<file path="src/rtl/ifu_pkg.sv">
// Shared types for the IF/ID queue: the buffered fetch entry and the NOP encoding.
package ifu_pkg;

    localparam int IFU_INST_W = 32;
    localparam int IFU_ADDR_W = 32;
    localparam logic [IFU_INST_W-1:0] NOP_INST = 32'h0000_0013;

    typedef struct packed {
        logic [IFU_INST_W-1:0] inst;
        logic [IFU_ADDR_W-1:0] addr;
        logic [IFU_ADDR_W-1:0] old_pc;
        logic                  taken;
    } ifid_entry_t;

    function automatic ifid_entry_t nop_entry();
        ifid_entry_t e;
        e.inst   = NOP_INST;
        e.addr   = '0;
        e.old_pc = '0;
        e.taken  = 1'b0;
        return e;
    endfunction

endpackage

</file>
<file path="src/rtl/ifu_sync_fifo.sv">
// Ring buffer of ifid_entry_t with extra-MSB pointers (full/empty from pointer compare).
module ifu_sync_fifo
    import ifu_pkg::*;
#(
    parameter int DEPTH = 4,
    parameter int PW    = $clog2(DEPTH) + 1
) (
    input  logic        clk,
    input  logic        rst,
    input  logic        push_i,
    input  logic        pop_i,
    input  logic        clear_i,
    input  ifid_entry_t wdata_i,
    output ifid_entry_t rdata_o,
    output logic        full_o,
    output logic        empty_o,
    output logic [PW-1:0] count_o
);

    localparam int AW = PW - 1;

    ifid_entry_t   mem_q [DEPTH];
    logic [PW-1:0] wptr_q, wptr_d;
    logic [PW-1:0] rptr_q, rptr_d;

    assign full_o  = (wptr_q[PW-1] != rptr_q[PW-1]) && (wptr_q[AW-1:0] == rptr_q[AW-1:0]);
    assign empty_o = (wptr_q == rptr_q);
    assign count_o = wptr_q - rptr_q;
    assign rdata_o = mem_q[rptr_q[AW-1:0]];

    always_comb begin
        wptr_d = wptr_q;
        rptr_d = rptr_q;
        if (clear_i) begin
            wptr_d = '0;
            rptr_d = '0;
        end else begin
            if (push_i && !full_o) wptr_d = wptr_q + PW'(1);
            if (pop_i && !empty_o) rptr_d = rptr_q + PW'(1);
        end
    end

    always_ff @(posedge clk) begin
        if (rst) begin
            wptr_q <= '0;
            rptr_q <= '0;
        end else begin
            wptr_q <= wptr_d;
            rptr_q <= rptr_d;
        end
    end

    // Storage is not reset: stale slots are unreachable once the pointers are cleared.
    always_ff @(posedge clk) begin
        if (!rst && !clear_i && push_i && !full_o)
            mem_q[wptr_q[AW-1:0]] <= wdata_i;
    end

endmodule

</file>
<file path="src/rtl/ifu_ifid_queue.sv">
// IF/ID producer: FIFO plus output register with bypass, NOP injection and flush.
module ifu_ifid_queue
    import ifu_pkg::*;
#(
    parameter int          DEPTH    = 4,
    parameter int          INST_W   = IFU_INST_W,
    parameter int          ADDR_W   = IFU_ADDR_W,
    parameter logic [31:0] NOP_CODE = NOP_INST
) (
    input  logic                     clk,
    input  logic                     rst,
    input  logic                     fetch_valid_i,
    output logic                     fetch_ready_o,
    input  logic [INST_W-1:0]        fetch_inst_i,
    input  logic [ADDR_W-1:0]        fetch_addr_i,
    input  logic [ADDR_W-1:0]        fetch_old_pc_i,
    input  logic                     fetch_taken_i,
    input  logic                     stall_i,
    input  logic                     flush_i,
    output logic                     inst_valid_o,
    output logic [INST_W-1:0]        inst_o,
    output logic [ADDR_W-1:0]        inst_addr_o,
    output logic [ADDR_W-1:0]        old_pc_o,
    output logic                     branch_taken_o,
    output logic [$clog2(DEPTH):0]   count_o
);

    localparam int PW = $clog2(DEPTH) + 1;

    ifid_entry_t fetch_e, head_e, out_q, out_d, nop_e;
    logic        valid_q, valid_d;
    logic        full, empty, push, pop, bypass, push_fifo;

    always_comb begin
        fetch_e        = nop_entry();
        fetch_e.inst   = fetch_inst_i;
        fetch_e.addr   = fetch_addr_i;
        fetch_e.old_pc = fetch_old_pc_i;
        fetch_e.taken  = fetch_taken_i;
        nop_e          = nop_entry();
        nop_e.inst     = NOP_CODE;
    end

    assign fetch_ready_o = !full && !flush_i;
    assign push          = fetch_valid_i && fetch_ready_o;
    assign pop           = !flush_i && !stall_i && !empty;
    // An empty FIFO with an advancing output hands the fetch straight to the register.
    assign bypass        = !flush_i && !stall_i && empty && push;
    assign push_fifo     = push && !bypass;

    ifu_sync_fifo #(.DEPTH(DEPTH), .PW(PW)) u_fifo (
        .clk     (clk),
        .rst     (rst),
        .push_i  (push_fifo),
        .pop_i   (pop),
        .clear_i (flush_i),
        .wdata_i (fetch_e),
        .rdata_o (head_e),
        .full_o  (full),
        .empty_o (empty),
        .count_o (count_o)
    );

    always_comb begin
        out_d   = out_q;
        valid_d = valid_q;
        if (flush_i) begin
            out_d   = nop_e;
            valid_d = 1'b0;
        end else if (!stall_i) begin
            if (!empty) begin
                out_d   = head_e;
                valid_d = 1'b1;
            end else if (push) begin
                out_d   = fetch_e;
                valid_d = 1'b1;
            end else begin
                out_d   = nop_e;
                valid_d = 1'b0;
            end
        end
    end

    always_ff @(posedge clk) begin
        if (rst) begin
            out_q   <= nop_e;
            valid_q <= 1'b0;
        end else begin
            out_q   <= out_d;
            valid_q <= valid_d;
        end
    end

    assign inst_valid_o   = valid_q;
    assign inst_o         = out_q.inst;
    assign inst_addr_o    = out_q.addr;
    assign old_pc_o       = out_q.old_pc;
    assign branch_taken_o = out_q.taken;

endmodule

</file>
<file path="config.mk">
export PLATFORM = sky130hd
export DESIGN_NAME = ifu_ifid_queue
export DESIGN_NICKNAME = d
export VERILOG_FILES = /design/src/rtl/ifu_pkg.sv /design/src/rtl/ifu_sync_fifo.sv /design/src/rtl/ifu_ifid_queue.sv
export SDC_FILE = /design/constraint.sdc
export NUM_CORES = 1
export LEC_CHECK = 0
export ABC_AREA = 1
export ABC_CLOCK_PERIOD_IN_PS = 10100
export CELL_PAD_IN_SITES_DETAIL_PLACEMENT = 0
export CELL_PAD_IN_SITES_GLOBAL_PLACEMENT = 1
export CORE_MARGIN = 5
export CORE_UTILIZATION = 35
export DETAILED_ROUTE_END_ITERATION = 10
export MAX_ROUTING_LAYER = met4
export PLACE_DENSITY_LB_ADDON = 0.12
export SLEW_MARGIN = 15
export SYNTH_ARGS = -nofsm -noshare
export SYNTH_HDL_FRONTEND = slang
export SYNTH_SLANG_ARGS = --single-unit
</file>
<file path="constraint.sdc">
create_clock -name clk -period 10.1 [get_ports clk]
set_input_delay 3.03 -clock clk [delete_from_list [all_inputs] [get_ports clk]]
set_output_delay 3.03 -clock clk [all_outputs]
set_load 0.03 [all_outputs]
</file>
# Word-level counts from Yosys, hierarchy flattened
# Memories as Yosys holds them, arrays and structs flattened. A register that Yosys moved wholly into a read port is not among the register bits.
# Cells that the tools add are included.
[op_classes]
n_reduce_logical = 20
muxes = 8
n_eq_ne = 3
add_sub_neg = 3
[op_table]
columns = ["operator", "n"]
rows = [
  ["$mux 97", 2],
  ["$logic_and 1x1->1", 13],
  ["$add 3x1->3 const B", 2],
  ["$logic_not 1->1", 6],
  ["$mux 1", 4],
  ["$mux 2", 2],
  ["$eq 3x3->1", 1],
  ["$sub 3x3->3", 1],
  ["$eq 2x2->1", 1],
  ["$reduce_or 2->1", 1],
  ["$ne 1x1->1", 1],
]
[word_totals]
reg_bits = 104
wordCells = 42
out_inout_bits = 102
memories = 1
input_bits = 102
ramBits = 388
[memory_table]
columns = ["name", "depth", "word_bits", "rd", "rd_clocked_by_memory_dff", "wr", "line", "text"]
rows = [
  ["u_fifo.mem_q", 4, 97, 1, 1, 1, "ifu_sync_fifo.sv:22", "ifid_entry_t mem_q [DEPTH];"],
]

# Longest topological paths before layout
[depth]
depth_word = 12
depth_mapped = 12
ltp_nobuf = 10

# Hierarchy
# A second synthesis with hierarchy kept.
[hier_totals]
cells_unflattened = 1785
area_unflattened_um2 = 19987.9
[by_module_without_submodules]
columns = ["module", "area_each_um2", "instances", "seq_area_each_um2", "cells_each"]
rows = [
  ["ifu_sync_fifo", 14946.8, 1, 11811.3, 1013],
  ["ifu_ifid_queue", 5041.1, 1, 1961.9, 772],
]

# Worst setup path after synthesis
# OpenSTA, ideal clock, no wires.
[synth_path]
path_kind = "input-to-reg"
startpoint = "input port flush_i"
endpoint = "memory u_fifo.mem_q[0][0] (netlist name) (enable)"
path_stages = 6
setup_ns = 0.553
setup_slack_ns = 1.880
arrival_time_ns = 7.666
path_buffers = 1
path_cell_list = "inv_1 -> nand3_2 -> buf_4 -> nor2_2 -> nand2_1 -> nor2_1"
[synth_via]
elab_chain_cells = 10
word_cells_on_any_way = 13
[synth_lines]
columns = ["item", "line", "text"]
rows = [
  ["start, declared", "ifu_ifid_queue.sv:19", "input logic flush_i,"],
  ["$logic_not 1->1 *", "ifu_sync_fifo.sv:55, ifu_ifid_queue.sv:44, ifu_ifid_queue.sv:48", ""],
  ["$logic_and 1x1->1 (on tied branches)", "ifu_ifid_queue.sv:48, ifu_ifid_queue.sv:44", ""],
  ["$logic_and 1x1->1 (on tied branches)", "ifu_ifid_queue.sv:48, ifu_ifid_queue.sv:45", ""],
  ["$logic_and 1x1->1", "ifu_ifid_queue.sv:48", "assign bypass = !flush_i && !stall_i && empty && push;"],
  ["$logic_not 1->1", "ifu_ifid_queue.sv:49", "assign push_fifo = push && !bypass;"],
  ["$logic_and 1x1->1", "ifu_ifid_queue.sv:49", ""],
  ["$logic_and 1x1->1 * (2 in series)", "ifu_sync_fifo.sv:55", "if (!rst && !clear_i && push_i && !full_o)"],
  ["$mux 1 *", "ifu_sync_fifo.sv:55", ""],
  ["$mux 1 (implied by the code) *", "ifu_sync_fifo.sv:56", "mem_q[wptr_q[AW-1:0]] <= wdata_i;"],
  ["end, declared", "ifu_sync_fifo.sv:22", ""],
]
# Mark *: on every way between the ends. The rest lies on a longest branch, timed or not.

# Worst setup path in the final report
[layout_path]
startpoint = "input port flush_i"
endpoint = "output port fetch_ready_o"
[layout_via]
elab_chain_cells = 2
[layout_lines]
columns = ["item", "line", "text"]
rows = [
  ["$logic_not 1->1", "ifu_ifid_queue.sv:44", "assign fetch_ready_o = !full && !flush_i;"],
  ["$logic_and 1x1->1", "ifu_ifid_queue.sv:44", ""],
  ["end, declared", "ifu_ifid_queue.sv:13", "output logic fetch_ready_o,"],
]
# Every way passes these cells.

==> metrics list <==
- The floorplan step set the die height to 250 um.
* Number of antenna violations at the first check in global routing: 4
* Number of gates resized after CTS: 0
* DRC viols: 0
* Final weighted congestion in routability-driven placement: 0.743
* Portion of netlist area occupied by mux cells: 0
- Iteration-0 DRC Markers: 901
- Synthesized-area fraction occupied by and/or/nand/nor cells: 0.222
- STA classifies the critical path endpoint as a primary output.
* Portion of total power attributed to combinational logic: 0.062
* Number of CTS-inserted buffers: 54
- Number of setup buffers added after CTS: 0
- At the pin with the least slew margin, the transition time is 1130 ps.
* Final WL: 53,600 um
- H-tree Lvls: 2
- At the later pin of the worst-skew pair, clock insertion delay measures 590 ps.
* Net switching power: 0.000959 W
* Area growth from synthesis to layout: 20.9%
* Setup ws final: 2610 ps
- Combinational family with the most area after synthesis: simple AND/OR/NAND/NOR gates
- Arrival time reported for the critical path endpoint: 4460 ps
* Die width: 250 um
* Maximum net fanout on the critical path: 4
- Of the total synthesized cell area, the portion taken by XOR and XNOR cells is 0.000868.
* Via count: 14.0k
* Unrepaired setup endpoints after global routing: no
* First-pass DRT Iterations: 5
- Dividing the final minimum period by the clock period gives 0.742.
- The number of slew-limit violations in the final report came to 0.
- Number of setup violations in the final report: 0
- The first global-routing pass estimated 83,300 um of wire.
- Buffers on Ports: 203
- Share of the synthesized area in compound gates (AO/OA/AOI/OAI): 0.0530
* GRT Residual Overflow: 0
- The clock drives 494 sinks.
- Count of synthesis-stage warnings from yosys: 0
* Number of distinct standard cells referenced by the synthesized netlist: 24
- Slowest stage cell on the critical path: sky130_fd_sc_hd__clkdlybuf4s50_1
* Post-route cell area: 24,400 um2
- Floorplan row count: 88
- Cell Int Power: 0.00337 W
- The core region is 57,400 um2.
* Part of the Yosys area used for sequential elements: 0.683
- After routing, the total negative slack on setup checks comes to 0 ps.
- The critical path contains buffers and inverters numbering 2 combined.
- Walking the worst path, the cells encountered are clkdlybuf4s50_1 -> a31oi_1 -> clkdlybuf4s50_1.
* Post-route ant nets: 0
- Avg Vias per Cell: 4.71
- The number of nets handed over by synthesis was 2,114.
- Cell area power density: 178 nW/um2
* Status: complete, no violations
- Clk slew on worst S/H paths: 60 ps
- Family with the most delay on the worst path: buffers and inverters
- CTS Hold Bufs: 0
* Leakage component of the power: 8.91 nW
- Switching portion of total power: 0.221
- Of the total synthesized cell area, the portion taken by full adders, half adders and majority gates is 0.00533.
- For this run, the post-layout net count is 2,263.
* Starting utilization of the core area: 0.352
- For the worst setup path, the data required time is 7070 ps.
* Fmax: 133 MHz
- Across the routed clock network, the largest skew measured is 14.7 ps.
- Total routing resource utilization after global routing: 0.173
* Die ar.: 62,500 um2
- Hold violation total from the final report: 0
- Max transition margin: 0.247
- During I/O placement, the number of pins put on the boundary was 204.
- Routed length per instance: 18.1 um
- Entering global routing, the biggest net connects 131 pins.
- Cell Area, Synth: 20,200 um2
* Hpwl dp: 29,200 um
* Delay contributed by the slowest stage of the critical path: 700 ps
- TritonCTS clock tree: done
- Placement Setup Slack: 2610 ps
- Clock Tree Buf Depth: 3
- By instance count, the cell type seen most on the critical path is sky130_fd_sc_hd__clkdlybuf4s50_1.
- Placed cell area: 22,700 um2
- Average cell area after synthesis: 10.1 um2
* Clock group share of total power: 0.424
- Classification of the worst setup path: input pin to primary output
- Sequential fraction of design power: 0.514
- The smallest clock period supported by the final layout is computed as 7490 ps.
- End-of-flow core utilization: 0.425
- VDD sags by at most 0.122 mV.
- The min-delay analysis places its worst path in the category flip-flop to flip-flop.
* Number of global-route vias before repair: 13.8k
- Max-cap violations: 0
* Buffer type at the clock tree root: sky130_fd_sc_hd__clkbuf_16
- In the synthesized netlist, the number of instances is 2,004.
- The worst setup path is launched from an input pin.
* Share of layout cells above drive strength 1: 0.0482
- Flip-flop and latch count after synthesis: 494
## metal layers
metal,vias up,global-route usage,share of wire
met2,253,0.277,0.47
met1,6653,0.233,0.47
li1,6999,-,-
met3,66,0.0281,0.040
met5,-,-,0
met4,0,0.0435,0.020
## final cells by class
type | count | area (um2)
multi-input cells | 1360 | 5710
diodes | 4 | 10.0
clock inverters | 17 | 124
fillers | 5489 | 33000
flip-flops and latches | 494 | 13800
clock buffers | 84 | 1520
repair buffers | 220 | 2170
inverters | 23 | 100
well taps | 765 | 957
## metrics by stage
step                      total power, W  hold WS, ps  std cells
after global routing             0.00451          542       2967
final                            0.00433          526       2967
after detailed placement         0.00254          508       2862
after floorplan                  0.00241          479       2004
after CTS                        0.00440          520       2963
after global placement           0.00254          498       2862
## power by group through the flow
| stage | Combinational, W | Clock [W] | Sequential (W) |
|---|---|---|---|
| after floorplan | 0.000111 | 0 | 0.00230 |
| after global placement | 0.000273 | 0 | 0.00227 |
| after detailed placement | 0.000275 | 0 | 0.00227 |
| after CTS | 0.000277 | 0.00190 | 0.00222 |
| after global routing | 0.000300 | 0.00199 | 0.00223 |
| final | 0.000270 | 0.00184 | 0.00222 |
## flip-flops by register name (all words and copies together) (netlist names), named ones only
| signal | flops |
|---|---|
| u_fifo.rptr_q | 3 |
| u_fifo.mem_q | 388 |
| old_pc_o | 32 |
| inst_valid_o | 1 |
| u_fifo.wptr_q | 3 |
| inst_o | 32 |
| branch_taken_o | 1 |
| inst_addr_o | 32 |
## tightest hold or removal path, cell delays in order (launching register included)
cell and delay [ps]:
sky130_fd_sc_hd__dfxtp_1 340, sky130_fd_sc_hd__nand2_1 80, sky130_fd_sc_hd__a21oi_1 60
## placed cells by master (no fill, tap or decap), types with 4 or more instances in the layout
cell type,n
sky130_fd_sc_hd__edfxtp_1,388
sky130_fd_sc_hd__nand2_1,487
sky130_fd_sc_hd__clkbuf_1,24
sky130_fd_sc_hd__nor2_4,5
sky130_fd_sc_hd__clkinv_1,6
sky130_fd_sc_hd__diode_2,4
sky130_fd_sc_hd__clkinv_2,7
sky130_fd_sc_hd__inv_1,19
sky130_fd_sc_hd__a21oi_1,7
sky130_fd_sc_hd__inv_6,4
sky130_fd_sc_hd__clkdlybuf4s50_1,203
sky130_fd_sc_hd__nand3_1,139
sky130_fd_sc_hd__buf_4,16
sky130_fd_sc_hd__o21ai_0,201
sky130_fd_sc_hd__clkbuf_8,6
sky130_fd_sc_hd__dfxtp_1,104
sky130_fd_sc_hd__ha_1,7
sky130_fd_sc_hd__nor2_1,498
sky130_fd_sc_hd__clkbuf_16,54
## path summary, 6_finish.rpt
| check | from | endpoint | slack (ps) | cells after the start |
|---|---|---|---|---|
| max reg2reg | u_fifo.wptr_q[0] | u_fifo.mem_q[2][23] | 6090 | 11 |
| min reg2reg | u_fifo.wptr_q[0] | u_fifo.wptr_q[0] | 530 | 2 |
| min | u_fifo.wptr_q[0] | u_fifo.wptr_q[0] | 530 | 2 |
| max | flush_i | fetch_ready_o | 2610 | 3 |
## synth_stat cells
master	instances	area share
sky130_fd_sc_hd__xor2_1	1	0.00043
sky130_fd_sc_hd__ha_1	7	0.0043
sky130_fd_sc_hd__nand3_1	139	0.034
sky130_fd_sc_hd__nor2_1	503	0.094
sky130_fd_sc_hd__dfxtp_1	106	0.11
sky130_fd_sc_hd__a21oi_1	7	0.0017
sky130_fd_sc_hd__a31oi_1	2	0.00062
sky130_fd_sc_hd__inv_2	3	0.00056
sky130_fd_sc_hd__o21ai_1	3	0.00074
sky130_fd_sc_hd__nand2_1	487	0.091
sky130_fd_sc_hd__buf_2	45	0.011
sky130_fd_sc_hd__buf_1	8	0.0015
sky130_fd_sc_hd__inv_1	20	0.0037
sky130_fd_sc_hd__buf_4	21	0.0078
sky130_fd_sc_hd__nand3_2	2	0.00099
sky130_fd_sc_hd__clkbuf_1	48	0.0089
sky130_fd_sc_hd__nor2_2	1	0.00031
sky130_fd_sc_hd__fa_1	1	0.00099
sky130_fd_sc_hd__xnor2_1	1	0.00043
sky130_fd_sc_hd__nand2_2	4	0.0012
sky130_fd_sc_hd__o21ai_0	201	0.050
sky130_fd_sc_hd__nand4_1	1	0.00031
sky130_fd_sc_hd__buf_6	5	0.0028
sky130_fd_sc_hd__edfxtp_1	388	0.58
## cells by family (layout without fill, tap and decap cells)
kind of cell | Yosys count | after routing
and+or+nand+nor | 1137 | 1137
buffers and inverters | 150 | 344
other | 0 | 4
DFF | 494 | 494
xor gates and xnor gates | 2 | 2
adders and majority gates | 8 | 8
AOI/OAI and AO/OA | 213 | 213
No activity file was read; power rests on OpenSTA's default activity.
